--- config.mk ---
export PLATFORM = sky130hd
export DESIGN_NAME = scan_decoder
export DESIGN_NICKNAME = d
export VERILOG_FILES = /design/src/rtl/scan_decoder_pkg.sv /design/src/rtl/scan_decoder_onehot_dec.sv /design/src/rtl/scan_decoder.sv
export SDC_FILE = /design/constraint.sdc
export NUM_CORES = 1
export LEC_CHECK = 0
export ABC_CLOCK_PERIOD_IN_PS = 2000
export BUFFER_PORTS_ARGS = -buffer_cell sky130_fd_sc_hd__buf_4
export CORE_UTILIZATION = 45
export CTS_BUF_LIST = sky130_fd_sc_hd__clkbuf_4
export DETAILED_ROUTE_END_ITERATION = 10
export PLACE_DENSITY = 0.74
export SLEW_MARGIN = 20
export SYNTH_ARGS = -nofsm -noshare
export SYNTH_HDL_FRONTEND = slang
export SYNTH_SLANG_ARGS = --single-unit
export TNS_END_PERCENT = 5
--- constraint.sdc ---
create_clock -name clk -period 2 [get_ports clk]
set_input_delay 0.1 -clock clk [delete_from_list [all_inputs] [get_ports clk]]
set_output_delay 0.1 -clock clk [all_outputs]
set_load 0.01 [all_outputs]
--- src/rtl/scan_decoder_pkg.sv ---
// scan_decoder_pkg: shared encodings for the scan_decoder slice.
// The FSM state and scan-direction encodings are plain localparam constants
// so they stay bit-compatible with the older decoder's state registers.
package scan_decoder_pkg;

   // Two-state sequencer encoding
   typedef logic [0:0] state_t;
   localparam state_t IDLE = 1'b0;
   localparam state_t SCAN = 1'b1;

   // Scan direction; only used by the ping-pong build, reset value is UP
   typedef logic dir_t;
   localparam dir_t UP   = 1'b0;
   localparam dir_t DOWN = 1'b1;

endpackage : scan_decoder_pkg

--- src/rtl/scan_decoder_onehot_dec.sv ---
// onehot_dec: purely combinational IN_W -> 2**IN_W one-hot decoder.
// Shared by the direct and scan paths of scan_decoder; feeds the op register.
module onehot_dec #(
   parameter int unsigned IN_W = 4
) (
   input  logic [IN_W-1:0]      a,
   output logic [(2**IN_W)-1:0] y
);

   // Exactly one bit set, selected by the binary address
   always_comb begin
      y    = '0;
      y[a] = 1'b1;
   end

endmodule : onehot_dec

--- src/rtl/scan_decoder.sv ---
// scan_decoder: registered binary-to-one-hot decoder with a scan sequencer.
// Direct mode registers onehot(ip); scan mode steps addr through [lo, hi],
// holding each address for dwell+1 enabled cycles.
// Optional feature macro: SCAN_DECODER_PINGPONG_EN (bounce between lo and hi
// instead of wrapping hi -> lo).
module scan_decoder
   import scan_decoder_pkg::*;
#(
   parameter  int unsigned IN_W    = 4,
   parameter  int unsigned DWELL_W = 8,
   localparam int unsigned OUT_W   = 2**IN_W
) (
   input  logic               clk,
   input  logic               rst,
   input  logic               en,
   input  logic               mode,
   input  logic [IN_W-1:0]    ip,
   input  logic [IN_W-1:0]    lo,
   input  logic [IN_W-1:0]    hi,
   input  logic [DWELL_W-1:0] dwell,
   input  logic               start,
   input  logic               stop,
   output logic [OUT_W-1:0]   op,
   output logic [IN_W-1:0]    addr,
   output logic               busy,
   output logic               wrap,
   output logic               err
);

   state_t               state_q, state_d;
   logic [OUT_W-1:0]     op_q, op_d;
   logic [IN_W-1:0]      addr_q, addr_d;
   logic                 wrap_q, wrap_d;
   logic                 err_q, err_d;
   logic [DWELL_W-1:0]   cnt_q, cnt_d;
   logic [IN_W-1:0]      lo_q, lo_d;
   logic [IN_W-1:0]      hi_q, hi_d;
   logic [DWELL_W-1:0]   dwell_q, dwell_d;
`ifdef SCAN_DECODER_PINGPONG_EN
   dir_t                 dir_q, dir_d;
   logic [IN_W-1:0]      step_up, step_dn;
`endif

   logic                 load_op;
   logic                 clr_op;
   logic [OUT_W-1:0]     dec_y;

   // The single decoder looks at the next address, so op and addr always
   // update together from the same registered edge.
   onehot_dec #(
      .IN_W (IN_W)
   ) u_dec (
      .a (addr_d),
      .y (dec_y)
   );

   // Sequencer next-state: direct capture, scan start/reject, dwell and advance
   always_comb begin
      state_d = state_q;
      addr_d  = addr_q;
      cnt_d   = cnt_q;
      lo_d    = lo_q;
      hi_d    = hi_q;
      dwell_d = dwell_q;
      wrap_d  = 1'b0;
      err_d   = 1'b0;
      load_op = 1'b0;
      clr_op  = 1'b0;
`ifdef SCAN_DECODER_PINGPONG_EN
      dir_d   = dir_q;
      step_up = addr_q + IN_W'(1);
      step_dn = addr_q - IN_W'(1);
`endif

      if (state_q == IDLE) begin
         if (en) begin
            if (!mode) begin
               addr_d  = ip;
               load_op = 1'b1;
            end else if (start) begin
               if (lo <= hi) begin
                  lo_d    = lo;
                  hi_d    = hi;
                  dwell_d = dwell;
                  addr_d  = lo;
                  cnt_d   = dwell;
                  load_op = 1'b1;
                  state_d = SCAN;
`ifdef SCAN_DECODER_PINGPONG_EN
                  dir_d   = UP;
`endif
               end else begin
                  err_d = 1'b1;
               end
            end
         end
      end else begin
         // stop outranks both the enable freeze and the address advance
         if (stop) begin
            state_d = IDLE;
            clr_op  = 1'b1;
         end else if (en) begin
            if (cnt_q != '0) begin
               cnt_d = cnt_q - DWELL_W'(1);
            end else begin
               cnt_d   = dwell_q;
               load_op = 1'b1;
`ifdef SCAN_DECODER_PINGPONG_EN
               // Direction flips on arrival at a bound, so wrap coincides
               // with addr showing hi or lo; a one-address range degenerates
               // to the plain wrap-every-dwell behaviour.
               if (lo_q == hi_q) begin
                  addr_d = lo_q;
                  wrap_d = 1'b1;
               end else if (dir_q == UP) begin
                  addr_d = step_up;
                  if (step_up == hi_q) begin
                     dir_d  = DOWN;
                     wrap_d = 1'b1;
                  end
               end else begin
                  addr_d = step_dn;
                  if (step_dn == lo_q) begin
                     dir_d  = UP;
                     wrap_d = 1'b1;
                  end
               end
`else
               if (addr_q == hi_q) begin
                  addr_d = lo_q;
                  wrap_d = 1'b1;
               end else begin
                  addr_d = addr_q + IN_W'(1);
               end
`endif
            end
         end
      end
   end

   // Output register source: hold, clear on stop, or load the fresh decode
   always_comb begin
      op_d = op_q;
      if (clr_op) begin
         op_d = '0;
      end else if (load_op) begin
         op_d = dec_y;
      end
   end

   // State registers with synchronous active-high reset
   always_ff @(posedge clk) begin
      if (rst) begin
         state_q <= IDLE;
         op_q    <= '0;
         addr_q  <= '0;
         wrap_q  <= 1'b0;
         err_q   <= 1'b0;
         cnt_q   <= '0;
         lo_q    <= '0;
         hi_q    <= '0;
         dwell_q <= '0;
`ifdef SCAN_DECODER_PINGPONG_EN
         dir_q   <= UP;
`endif
      end else begin
         state_q <= state_d;
         op_q    <= op_d;
         addr_q  <= addr_d;
         wrap_q  <= wrap_d;
         err_q   <= err_d;
         cnt_q   <= cnt_d;
         lo_q    <= lo_d;
         hi_q    <= hi_d;
         dwell_q <= dwell_d;
`ifdef SCAN_DECODER_PINGPONG_EN
         dir_q   <= dir_d;
`endif
      end
   end

   assign op   = op_q;
   assign addr = addr_q;
   assign busy = (state_q == SCAN);
   assign wrap = wrap_q;
   assign err  = err_q;

endmodule : scan_decoder

==> Flow_metrics.wiki, run 1 <==
{| class="wikitable"
! Metric !! Value
|-
| Total congestion overflow || 0
|-
| Critical-path cell with the highest stage delay || dfxtp_2
|-
| Total number of clock tree sinks || 47
|-
| Arr. time, crit path || 2390 ps
|-
| Synthesis-stage register bit count || 47
|-
| Critical-path maximum fanout || 4
|-
| Largest voltage drop on the vdd net || 0.376 mV
|-
| DR pass1 iterations || 4
|-
| Final worst-path setup slack || -67.1 ps
|-
| Synth top area cells || dfxtp_1 37%, mux2i_1 9.1%, nor2_1 7.4%
|-
| Number of different library cells in the post-synthesis netlist || 58
|-
| Setup repair after global routing missed its margin || true
|-
| List of cells traversed by the critical path || inv_2 -> ha_4 -> nor3b_4 -> nand2_4 -> buf_6 -> o21ai_0 -> nor3b_2 -> o22ai_4 -> buf_4 -> nor2b_4 -> a22o_1
|-
| Delay of the slowest critical-path stage || 350 ps
|-
| Sequential cell area || 943 um2
|-
| Result of the run || complete, but fails checks
|-
| Number of I/O pins || 49
|-
| Final #Nets || 405
|-
| Required time worst endpoint || 2320 ps
|-
| Detailed Route Iter0 Violations || 176
|-
| Remaining max-slew budget at the tightest pin || 0.572
|-
| Cell with the most instances after synthesis || nor2_1
|-
| Max H-tree Level || 2
|-
| Final-report max-slew violation count || 0
|-
| Total via count after detailed routing || 2451
|-
| Utilization of the core after routing || 0.667
|-
| Classification of the worst setup path || reg -> reg
|-
| Clock period minus final worst setup slack || 2070 ps
|-
| Port-buffer cells || 48
|-
| Type of the tightest min-delay check || in -> reg
|-
| Maximum number of buffers from clock root to sink || 2
|-
| Area of the multi-input gates || 1560 um2
|-
| Clock root buffer || clkbuf_4
|-
| Clock tree from TritonCTS || yes
|-
| WL/cell || 15.2 um
|-
| Layout Skew || 18.2 ps
|-
| Antenna diode count || 0
|-
| Sum of routed wire length over all layers || 6.73 mm
|-
| Antenna violations before repair || 0
|-
| Share of Yosys cell area claimed by the top area cell type || 0.373
|-
| Synthesized area per cell || 9.07 um2
|-
| Number of endpoints failing setup at the final stage || 10
|-
| Total routing resource utilization after global routing || 0.240
|-
| Hold Fails Final Rpt || 0
|-
| Worst Tran Pin Value || 642 ps
|-
| Final cell count without fillers || 443
|-
| CTS buffer count || 5
|-
| Chip Height || 76.9 um
|-
| # fillers || 440
|-
| Power density normalized to cell area || 651 nW/um2
|-
| Highest attainable clock frequency || 0.484 GHz
|-
| Global-route wire length before repair || 11.2 mm
|-
| Gp weighted congestion || 0.853
|-
| Cell count after synthesis || 278
|-
| Remaining number of nets flagged by the antenna check after routing || 0
|-
| Starting density of the core || 0.482
|-
| Top cells by count, synth || 50 x nor2_1, 47 x dfxtp_1, 23 x mux2i_1
|-
| Layout cell share with drive strength beyond 1 || 0.340
|-
| Core box area || 5240 um2
|-
| Setup TNS || -299 ps
|-
| Share of the cycle needed by the critical path after routing || 1.03
|-
| Average via count per standard cell || 5.53
|-
| Number of remaining DRC errors || 0
|-
| Fraction of the yosys area taken by sequential cells || 0.373
|-
| Largest net degree at the start of global routing || 35
|-
| Maximum capacitance violations || 0
|-
| Synth area leader || dfxtp_1
|-
| Insertion delay to the later sink of the worst-skew pair || 380 ps
|-
| Count of flip-flops with a built-in enable after synthesis || 0
|-
| Leakage component of the power || 1.48 nW
|-
| Mapped Area || 2520 um2
|-
| Top flip-flop cell by instance count after synthesis || dfxtp_1
|-
| Standard-cell rows || 26
|-
| Share of synthesized registers carrying an async set or reset || 0
|-
| Count of warnings emitted by yosys || 0
|-
| Die width || 76.9 um
|-
| Hpwl dp || 4.78 mm
|-
| Failing checks || setup timing
|-
| Post-placement cell count || 420
|-
| Reg clk slew, reported paths || 140 ps
|-
| Crit start category || flip-flop
|-
| Number of nets in the synthesized netlist || 311
|-
| Setup crit end kind || flip-flop
|-
| Layout-stage area growth over the synthesis result || 38.5%
|-
| Number of global-route vias before repair || 2453
|-
| Area of the die || 5910 um2
|}
==> critical path, delay by kind of cell (launching register included) <==
kind / cells / cell delay, ps
buf+inv: 3 / 380
compound gates: 3 / 380
simple gates: 4 / 760
flops: 1 / 350
fa+ha+maj: 1 / 140
==> path summary, 6_finish.rpt <==
check / slack [ps] / end / depth (start not counted) / start
worst max-delay path: -70 / op[14] / 11 / cnt_q[1]
worst min-delay path: 8 / hi_q[2] / 3 / hi[2]
worst max register to register: -70 / op[14] / 11 / cnt_q[1]
worst min register to register: 480 / op[3] / 1 / op[3]
==> area by class of cell <==
cell class | count | share of cell area
multi-input combinational | 210 | 0.445
sequential | 47 | 0.270
timing repair buffer | 97 | 0.225
tap | 70 | 0.0251
clock inverter | 3 | 0.0122
inverter | 11 | 0.0118
clock buffer | 5 | 0.0107
==> layer usage <==
| layer | wire length (um) | global-route usage |
|---|---|---|
| met5 | 0 | 0 |
| met4 | 131 | 0.0942 |
| met3 | 295 | 0.0500 |
| met2 | 3320 | 0.411 |
| met1 | 2980 | 0.292 |
==> power breakdown <==
part,total (mW),switching (mW),internal (mW)
registers,0.998,0.0280,0.970
clock network,0.594,0.330,0.264
logic,0.682,0.350,0.331
==> state kept, by name, indices dropped and copies added, names as in the netlist <==
name and flops:
addr 4, busy 1, cnt_q 8, dwell_q 8, err 1, hi_q 4, lo_q 4, op 16
wrap 1
==> logic make-up after synthesis <==
logic type,share of synthesized area
adder cells (fa/ha/maj),0.0347
AO/OA/AOI/OAI,0.230
XOR/XNOR,0.0243
flip-flops,0.373
AND/OR/NAND/NOR,0.203
multiplexers,0.100
buffers and inverters,0.0352
==> metrics by stage <==
step / hold WS [ps] / area (um2) / worst slack, ps / total power [mW]
finish: 8.41 / 3490 / -67.1 / 2.27
global route: 27.2 / 3490 / -147 / 2.39
CTS: 16.3 / 3480 / -80.8 / 2.27
detailed placement: 351 / 3200 / -398 / 1.62
global placement: 345 / 3200 / -294 / 1.60
floorplan: 247 / 2520 / 73.1 / 1.38
==> layout by cell type (no fill, tap or decap), types with 3 or more instances in the layout <==
cell	Yosys	routed
inv_1	11	9
o21ai_2	4	4
nor2_1	50	49
o2bb2ai_1	8	8
o211ai_1	3	3
mux2i_1	23	23
buf_4	2	83
a211oi_1	5	5
clkbuf_4	0	5
a21boi_1	3	3
a21oi_1	17	16
a22o_1	9	9
nand3_1	5	5
dlygate4sd3_1	0	10
o21ai_0	3	3
xnor2_1	6	6
ha_1	7	6
dfxtp_1	47	45
nand2_1	14	13
nor3_1	5	4
nand2b_1	3	3
==> repair_timing <==
item	4_1_cts	5_1_grt
endpoints found under the hold margin	11	0
gates resized for setup	13	6
endpoints found under the setup margin	17	18
hold buffers	10	0
setup buffers	5	0
pin swaps	7	4
No activity file was read; power rests on OpenSTA's default activity.
==> run 2: changes to the inputs <==
--- a/config.mk
+++ b/config.mk
@@ -7,10 +7,10 @@
 export LEC_CHECK = 0
 export ABC_CLOCK_PERIOD_IN_PS = 2000
 export BUFFER_PORTS_ARGS = -buffer_cell sky130_fd_sc_hd__buf_4
-export CORE_UTILIZATION = 45
+export CORE_UTILIZATION = 52
 export CTS_BUF_LIST = sky130_fd_sc_hd__clkbuf_4
 export DETAILED_ROUTE_END_ITERATION = 10
-export PLACE_DENSITY = 0.74
+export PLACE_DENSITY = 0.83
 export SLEW_MARGIN = 20
 export SYNTH_ARGS = -nofsm -noshare
 export SYNTH_HDL_FRONTEND = slang
==> run 2 against run 1 <==
Compared with the run above: the flow still finishes with violations (setup timing); wire length is 3.1% lower; utilization is 9.7 points higher; via count is 0.29% lower; die area is 13% lower; sequential cell count stayed put; sequential power hardly changed; critical path depth is 3 lower; register-to-register slack better by 60 ps; largest power group unchanged.
==> Flow_metrics.wiki, run 2 (synthesis gave the netlist of run 1 again) <==
{| class="wikitable"
! Metric !! Value
|-
| Result of the run || complete, but fails checks (unchanged)
|-
| Failing checks || setup timing (unchanged)
|-
| Total via count after detailed routing || 2444 (was 2451)
|-
| Largest net degree at the start of global routing || 35 (unchanged)
|-
| List of cells traversed by the critical path || inv_2 -> ha_4 -> nor3b_4 -> nand2_2 -> buf_4 -> a21oi_1 -> a221oi_4 -> a22o_1 (was inv_2 -> ha_4 -> nor3b_4 -> nand2_4 -> buf_6 -> o21ai_0 -> nor3b_2 -> o22ai_4 -> buf_4 -> nor2b_4 -> a22o_1)
|-
| Max H-tree Level || 2 (unchanged)
|-
| Standard-cell rows || 24 (was 26)
|-
| Average via count per standard cell || 5.76 (was 5.53)
|-
| Critical-path cell with the highest stage delay || a221oi_4 (was dfxtp_2)
|-
| Insertion delay to the later sink of the worst-skew pair || 370 ps (was 380 ps)
|-
| Setup crit end kind || flip-flop (unchanged)
|-
| Port-buffer cells || 48 (unchanged)
|-
| Highest attainable clock frequency || 0.497 GHz (was 0.484 GHz)
|-
| Critical path buffer and inverter count || 2 (was 3)
|-
| Kind of cell with the highest combined delay on the critical path || compound AO/OA/AOI/OAI gates (was simple AND/OR/NAND/NOR gates)
|-
| Clock tree from TritonCTS || yes (unchanged)
|-
| Antenna violations before repair || 0 (unchanged)
|-
| Maximum number of buffers from clock root to sink || 2 (unchanged)
|-
| Final Instance Area || 3440 um2 (was 3490 um2)
|-
| Remaining max-slew budget at the tightest pin || 0.541 (was 0.572)
|-
| Setup repair after global routing missed its margin || true (unchanged)
|-
| Power density normalized to cell area || 620 nW/um2 (was 651 nW/um2)
|-
| Chip Height || 71.6 um (was 76.9 um)
|-
| Total placed instance area || 3170 um2 (was 3200 um2)
|-
| Number of global-route vias before repair || 2469 (was 2453)
|-
| Delay of the slowest critical-path stage || 620 ps (was 350 ps)
|-
| Post-layout power || 2.14 mW (was 2.27 mW)
|-
| Number of I/O pins || 49 (unchanged)
|-
| WL/cell || 15.4 um (was 15.2 um)
|-
| Final-report max-slew violation count || 0 (unchanged)
|-
| Largest voltage drop on the vdd net || 0.576 mV (was 0.376 mV)
|-
| Area of the die || 5130 um2 (was 5910 um2)
|-
| Post-placement cell count || 400 (was 420)
|-
| Gp weighted congestion || 0.891 (was 0.853)
|-
| Classification of the worst setup path || reg -> reg (unchanged)
|-
| Final worst-path setup slack || -11.5 ps (was -67.1 ps)
|-
| CTS buffer count || 5 (unchanged)
|-
| Final #Nets || 404 (was 405)
|-
| Total number of clock tree sinks || 47 (unchanged)
|-
| Final cell count without fillers || 424 (was 443)
|-
| Hpwl dp || 4.63 mm (was 4.78 mm)
|-
| Number of endpoints failing setup at the final stage || 5 (was 10)
|-
| Core box area || 4500 um2 (was 5240 um2)
|-
| Global-route wire length before repair || 11.3 mm (was 11.2 mm)
|-
| Critical-path maximum fanout || 16 (was 4)
|-
| Die width || 71.6 um (was 76.9 um)
|-
| Detailed Route Iter0 Violations || 185 (was 176)
|-
| Worst Tran Pin Value || 689 ps (was 642 ps)
|-
| Remaining number of nets flagged by the antenna check after routing || 0 (unchanged)
|-
| DR pass1 iterations || 4 (unchanged)
|-
| Leakage component of the power || 1.46 nW (was 1.48 nW)
|-
| Layout Skew || 16.8 ps (was 18.2 ps)
|-
| Maximum capacitance violations || 0 (unchanged)
|-
| Number of remaining DRC errors || 0 (unchanged)
|-
| Layout cell share with drive strength beyond 1 || 0.339 (was 0.340)
|-
| # fillers || 312 (was 440)
|-
| Starting density of the core || 0.560 (was 0.482)
|-
| Arr. time, crit path || 2340 ps (was 2390 ps)
|-
| Antenna diode count || 0 (unchanged)
|-
| Layout-stage area growth over the synthesis result || 36.6% (was 38.5%)
|-
| Crit start category || flip-flop (unchanged)
|-
| Share of the cycle needed by the critical path after routing || 1.01 (was 1.03)
|-
| Reg clk slew, reported paths || 150 ps (was 140 ps)
|-
| Clock root buffer || clkbuf_4 (unchanged)
|-
| Number of flip-flops in the largest register || 16 (unchanged)
|-
| Most frequent cells in the layout || 83 x buf_4, 49 x nor2_1, 45 x dfxtp_1, 23 x mux2i_1, 16 x a21oi_1 (unchanged)
|-
| Clock period minus final worst setup slack || 2010 ps (was 2070 ps)
|-
| Sum of routed wire length over all layers || 6.52 mm (was 6.73 mm)
|-
| Setup TNS || -38.2 ps (was -299 ps)
|-
| Required time worst endpoint || 2330 ps (was 2320 ps)
|-
| Total routing resource utilization after global routing || 0.276 (was 0.240)
|-
| Type of the tightest min-delay check || in -> reg (unchanged)
|-
| Most frequent standard cell in the layout excluding fill and tap cells || buf_4 (unchanged)
|-
| Total congestion overflow || 0 (unchanged)
|-
| Hold Fails Final Rpt || 0 (unchanged)
|}
[run 2: cell types whose count changed in the layout (fill, tap and decap cells not counted), sizes merged]
cell and delta:
bufinv -1, dlygate4sd3 +1, buf -2, clkinv +1
[run 2: worst paths after layout]
kind | from | endpoint | slack, ps | cells after the start
setup / recovery | cnt_q[0] | op[8] | -10 | 8
hold / removal | hi[3] | hi_q[3] | 70 | 4
setup reg to reg | cnt_q[0] | op[8] | -10 | 8
hold reg to reg | op[13] | op[13] | 480 | 1
[run 2: worst reg2reg max path, delay by kind of cell, from the launching register on]
kind	cells	cell delay (ps)
and+or+nand+nor	2	300
DFF	1	370
AOI/OAI and AO/OA	3	950
adders and majority gates	1	150
buffers and inverters	2	180
[run 2: timing repair]
action | CTS | global route
setup buffers | 5 | 0
endpoints found under the setup margin | 16 | 19
gates resized for setup | 12 | 6
pin swaps | 4 | 8
hold endpoints to repair | 12 | 0
hold buffers | 11 | 0
[run 2: area by class of cell]
cell class | instances | area, um2 | share of cell area
clock buffer | 5 | 37.5 | 0.0109
clock inverter | 3 | 22.5 | 0.00654
sequential | 47 | 943 | 0.274
timing repair buffer | 96 | 773 | 0.224
tap | 52 | 65.1 | 0.0189
multi-input combinational | 210 | 1560 | 0.453
inverter | 11 | 41.3 | 0.0120
[run 2: per-layer routing]
metal / wire length [um] / part of all wire / vias up / GRT usage
met2: 3090 / 0.47 / 78 / 0.450
li1: - / - / 1201 / -
met3: 386 / 0.059 / 17 / 0.0492
met5: 0 / 0 / - / 0
met4: 159 / 0.024 / 0 / 0.131
met1: 2890 / 0.44 / 1148 / 0.356
[run 2: report_power, final]
part           total (mW)  switching, mW  internal [mW]  leakage [nW]
combinational       0.667          0.347          0.320          1.04
clock               0.471          0.329          0.142        0.0356
sequential          0.997         0.0273          0.970         0.382
total                2.14          0.703           1.43          1.46
[run 2: metrics by stage]
stage | util | setup slack, ps | hold slack [ps]
2_1_floorplan | - | 73.1 | 247
4_1_cts | 0.761 | -43.3 | 75.5
5_1_grt | 0.765 | -114 | 97.3
3_5_place_dp | 0.703 | -387 | 360
6_report | 0.765 | -11.5 | 74.1
3_3_place_gp | 0.703 | -288 | 347
